==> config.mk <==
export PLATFORM = sky130hd
export DESIGN_NAME = restoring_divider
export DESIGN_NICKNAME = d
export VERILOG_FILES = /design/src/rtl/restoring_divider.sv
export SDC_FILE = /design/constraint.sdc
export NUM_CORES = 1
export LEC_CHECK = 0
export BUFFER_PORTS_ARGS = -buffer_cell sky130_fd_sc_hd__buf_2
export CAP_MARGIN = 15
export CORE_MARGIN = 2
export CORE_UTILIZATION = 43
export CTS_BUF_LIST = sky130_fd_sc_hd__clkbuf_4
export DETAILED_ROUTE_END_ITERATION = 12
export SLEW_MARGIN = 15
export SYNTH_ARGS = -nofsm -noshare
export SYNTH_HDL_FRONTEND = slang
export SYNTH_SLANG_ARGS = --single-unit
==> constraint.sdc <==
create_clock -name clk -period 3.4 [get_ports clk]
set_clock_uncertainty 0.1 [all_clocks]
set_input_delay 0.68 -clock clk [delete_from_list [all_inputs] [get_ports clk]]
set_output_delay 0.68 -clock clk [all_outputs]
set_load 0.01 [all_outputs]
==> src/rtl/restoring_divider.sv <==
// Unsigned radix-2 restoring divider, one quotient bit per clock.
// A division runs for N step cycles plus one closing cycle, then shows a
// one-cycle done pulse; results hold until the next accepted start.
// Optional build macro: DIVIDER_ZERO_DETECT_EN -- a zero divisor skips the
// iterative loop and reports div_zero=1 one cycle after the start edge.
module restoring_divider #(
  parameter int N = 16
) (
  input  logic         clk,
  input  logic         reset_n,
  input  logic         start,
  input  logic [N-1:0] dividend,
  input  logic [N-1:0] divisor,
  output logic         busy,
  output logic         done,
  output logic [N-1:0] quotient,
  output logic [N-1:0] remainder,
  output logic         div_zero
);

  localparam int CW = $clog2(N + 1);

  typedef enum logic [1:0] {IDLE, RUN, DONE} state_t;

  state_t         state_reg, state_next;
  logic [N-1:0]   q_reg, rem_reg, dvs_reg;
  logic [N-1:0]   quotient_reg, remainder_reg;
  logic [CW-1:0]  cnt_reg;
  logic [N:0]     shifted, trial;
  logic           accept, zero_bypass, zero_pend, finish;

  // While a zero-divisor shortcut is pending the FSM sits in IDLE for one
  // cycle; a start in that cycle is not taken so the pending result wins.
  assign accept  = start && (((state_reg == IDLE) && !zero_pend) || (state_reg == DONE));
  assign finish  = (state_reg == RUN) && (cnt_reg == '0);

  // The partial remainder stays below the divisor, so the N+1-bit trial
  // never overflows and its top bit is a true sign bit.
  assign shifted = {rem_reg, q_reg[N-1]};
  assign trial   = shifted - {1'b0, dvs_reg};

`ifdef DIVIDER_ZERO_DETECT_EN
  logic zero_pend_reg, div_zero_reg;

  assign zero_bypass = (divisor == '0);
  assign zero_pend   = zero_pend_reg;
  assign div_zero    = div_zero_reg;

  // Remember a zero-divisor start for one cycle, then flag it with the result.
  always_ff @(posedge clk or negedge reset_n) begin
    if (!reset_n) begin
      zero_pend_reg <= 1'b0;
      div_zero_reg  <= 1'b0;
    end else begin
      zero_pend_reg <= accept && zero_bypass;
      if (zero_pend_reg)
        div_zero_reg <= 1'b1;
      else if (finish)
        div_zero_reg <= 1'b0;
    end
  end
`else
  assign zero_bypass = 1'b0;
  assign zero_pend   = 1'b0;
  assign div_zero    = 1'b0;
`endif

  // State register.
  always_ff @(posedge clk or negedge reset_n) begin
    if (!reset_n)
      state_reg <= IDLE;
    else
      state_reg <= state_next;
  end

  // Next-state logic: DONE can chain straight into a new RUN.
  always_comb begin
    state_next = state_reg;
    case (state_reg)
      IDLE: begin
        if (zero_pend)
          state_next = DONE;
        else if (accept)
          state_next = zero_bypass ? IDLE : RUN;
      end
      RUN: begin
        if (cnt_reg == '0)
          state_next = DONE;
      end
      DONE: begin
        if (accept)
          state_next = zero_bypass ? IDLE : RUN;
        else
          state_next = IDLE;
      end
      default: state_next = IDLE;
    endcase
  end

  // Operand capture, restoring iteration and result registers.
  always_ff @(posedge clk or negedge reset_n) begin
    if (!reset_n) begin
      q_reg         <= '0;
      rem_reg       <= '0;
      dvs_reg       <= '0;
      cnt_reg       <= '0;
      quotient_reg  <= '0;
      remainder_reg <= '0;
    end else begin
      if (accept) begin
        q_reg   <= dividend;
        dvs_reg <= divisor;
        rem_reg <= '0;
        cnt_reg <= CW'(N);
      end else if ((state_reg == RUN) && (cnt_reg != '0)) begin
        cnt_reg <= cnt_reg - CW'(1);
        if (!trial[N]) begin
          rem_reg <= trial[N-1:0];
          q_reg   <= {q_reg[N-2:0], 1'b1};
        end else begin
          rem_reg <= shifted[N-1:0];
          q_reg   <= {q_reg[N-2:0], 1'b0};
        end
      end

      if (finish) begin
        quotient_reg  <= q_reg;
        remainder_reg <= rem_reg;
      end else if (zero_pend) begin
        // q_reg still holds the untouched dividend here.
        quotient_reg  <= '1;
        remainder_reg <= q_reg;
      end
    end
  end

  assign busy      = (state_reg == RUN);
  assign done      = (state_reg == DONE);
  assign quotient  = quotient_reg;
  assign remainder = remainder_reg;

endmodule

==> run summary <==
row count - 36
Mean Syn Cell Area - 9.113 um2
RSZ-0062 raised after global routing - no
final period utilization - 0.8834
Crit path top cell by count - inv_1
drt drc - 0
Ant. Diodes - 0
fill cell count - 958
final setup fails - 0
Starting Density - 0.4410
die area - 10840 um2
sequential share of the synthesized area - 0.5051
H-tree depth - 3
Syn-to-layout area delta - 14.77%
GP Congestion - 0.8541
Yosys reg bits - 87
CP Class - reg2reg
Detailed Routing Iterations Pass 1 - 4
R2R depth - 12
Top FF cell, synth - dfrtp_1
Detailed Route WL - 9630 um
CTS buffer count - 9
Pwr Density - 1185 nW/um2
crit end category - flip-flop
vias in the first global route - 3499
GRT overflow - 0
vias per cell - 5.065
vias - 3429
largest net degree at the start of global routing - 49
number of setup buffers added after CTS - 0
Design Power - 5.864 mW
Buffers on Ports - 68
CP Data Arrival Time - 3230 ps
total negative slack - 0 ps
drt wl/cell - 14.22 um
commonest cells after routing, fill and taps aside - nand2_1 (167), dfrtp_1 (87), buf_2 (67), o21ai_0 (24), inv_1 (22)
clock transition at the registers of the reported paths - 150 ps
Resize count post-CTS - 0
Least-Margin Pin Slew - 563.4 ps
Max VDD drop - 0.4787 mV
crit-path max cell delay - 440 ps
slew margin rel. - 0.6244
Net count, final - 593
die height - 104.1 um
DRT antenna net count - 0
clk_lat worst skew - 450 ps
hold_buf cts - 0
share of cells above drive strength 1 - 0.1857
Mapped Cells - 473
CTS max path bufs - 2
root buf cell - clkbuf_4
initial detailed-routing violation count - 132
Slew Viols, Final - 0
Synth Warn # - 0
slowest CP cell - fa_1
Syn Nets - 527
final hold vios - 0
Post-synth EDFFs - 0
max-cap violations - 0
CP cell instances - inv_1 > ha_1 > inv_1 > fa_1 > a211oi_2 > o211ai_2 > a31oi_4 > o21ai_2 > xnor2_2 > buf_12 > mux2i_1 > o21ai_1
commonest non-fill, non-tap cell in the layout - nand2_1
Synth Cell Area - 4310 um2
initial antenna violation count - 0
Max Clk Rate - 0.3329 GHz
clk sinks - 87
CTS tree - built
startpoint type of the worst setup path - flip-flop
HP Class - in2async
status - complete, no violations
Async SR Flop Fraction - 1.000
Netlist cell types - 48
Leakage - 2.575 nW
Die Width - 104.1 um
crit path max fanout - 16
# IOs - 70
fin crit period - 3003 ps
GRT Total Usage - 0.1871
Critical Path RT - 3620 ps
core area - 9774 um2
HPWL after detailed placement - 6620 um
first-pass GRT wire length - 16270 um
critical path, delay by kind of cell, from the launching register on:
kind / cells / cell delay [ps]
AOI/OAI and AO/OA: 5 / 860
adders and majority gates: 2 / 610
DFF: 1 / 400
buffers and inverters: 3 / 360
xor gates and xnor gates: 1 / 330
muxes: 1 / 210
final cells by class:
class,instances,area (um2),area share
multi-input combinational,342,1949,0.3940
inverter,22,82.58,0.01669
clock inverter,6,61.31,0.01239
sequential,87,2177,0.4401
timing repair buffer,77,435.4,0.08801
tap,133,166.4,0.03364
clock buffer,10,75.07,0.01517
cell usage after synthesis, types with 8 or more instances:
library cell | n | share of area
a21oi_1 | 14 | 0.016
nor2_1 | 11 | 0.0096
a22oi_1 | 15 | 0.026
ha_1 | 18 | 0.052
inv_1 | 22 | 0.019
xnor2_1 | 8 | 0.016
mux2i_1 | 13 | 0.030
clkbuf_1 | 9 | 0.0078
o21ai_1 | 13 | 0.015
nand2_1 | 167 | 0.15
o21ai_0 | 24 | 0.028
dfrtp_1 | 87 | 0.51
xor2_1 | 8 | 0.016
per-layer routing:
metal | part of all wire | GRT usage
met3 | 0.045 | 0.04261
met1 | 0.48 | 0.2516
met5 | 0 | 0
met4 | 0.016 | 0.07336
met2 | 0.45 | 0.2946
metrics by stage:
stage          hold WS, ps  instance area [um2]  cells    util  worst slack [ps]
3_3_place_gp         352.6                 4811    661  0.4922             563.7
2_1_floorplan        284.4                 4310    473       -             855.9
3_5_place_dp         357.6                 4811    661  0.4922             448.3
5_1_grt              111.0                 4947    677  0.5061             161.6
6_report             101.2                 4947    677  0.5061             396.5
4_1_cts              105.0                 4947    677  0.5061             382.9
report_power, final:
part | internal [mW] | total (mW) | leakage [nW] | switching, mW
Combinational | 1.50 | 3.42 | 1.41 | 1.92
Clock | 0.230 | 0.589 | 0.0778 | 0.358
Sequential | 1.54 | 1.85 | 1.09 | 0.317
Total | 3.27 | 5.86 | 2.57 | 2.59
kinds of logic (layout without fill, tap and decap cells):
group / count (synthesis) / count (layout) / share of synthesized area
and+or+nand+nor: 201 / 201 / 0.1875
buffers and inverters: 44 / 115 / 0.04499
adders and majority gates: 19 / 19 / 0.05690
AOI/OAI and AO/OA: 91 / 91 / 0.1382
other: 1 / 1 / 0.0008700
xor gates and xnor gates: 17 / 17 / 0.03629
DFF: 87 / 87 / 0.5051
muxes: 13 / 13 / 0.03019
worst paths after layout:
kind | startpoint | endpoint | slack (ps)
setup / recovery | q_reg[15] | rem_reg[3] | 400
hold / removal | reset_n | remainder[9] | 100
setup reg to reg | q_reg[15] | rem_reg[3] | 400
hold reg to reg | remainder[6] | remainder[6] | 390
max in group asynchronous | reset_n | dvs_reg[3] | 2460
min in group clk | divisor[10] | dvs_reg[10] | 320
No activity file was read; power rests on OpenSTA's default activity.
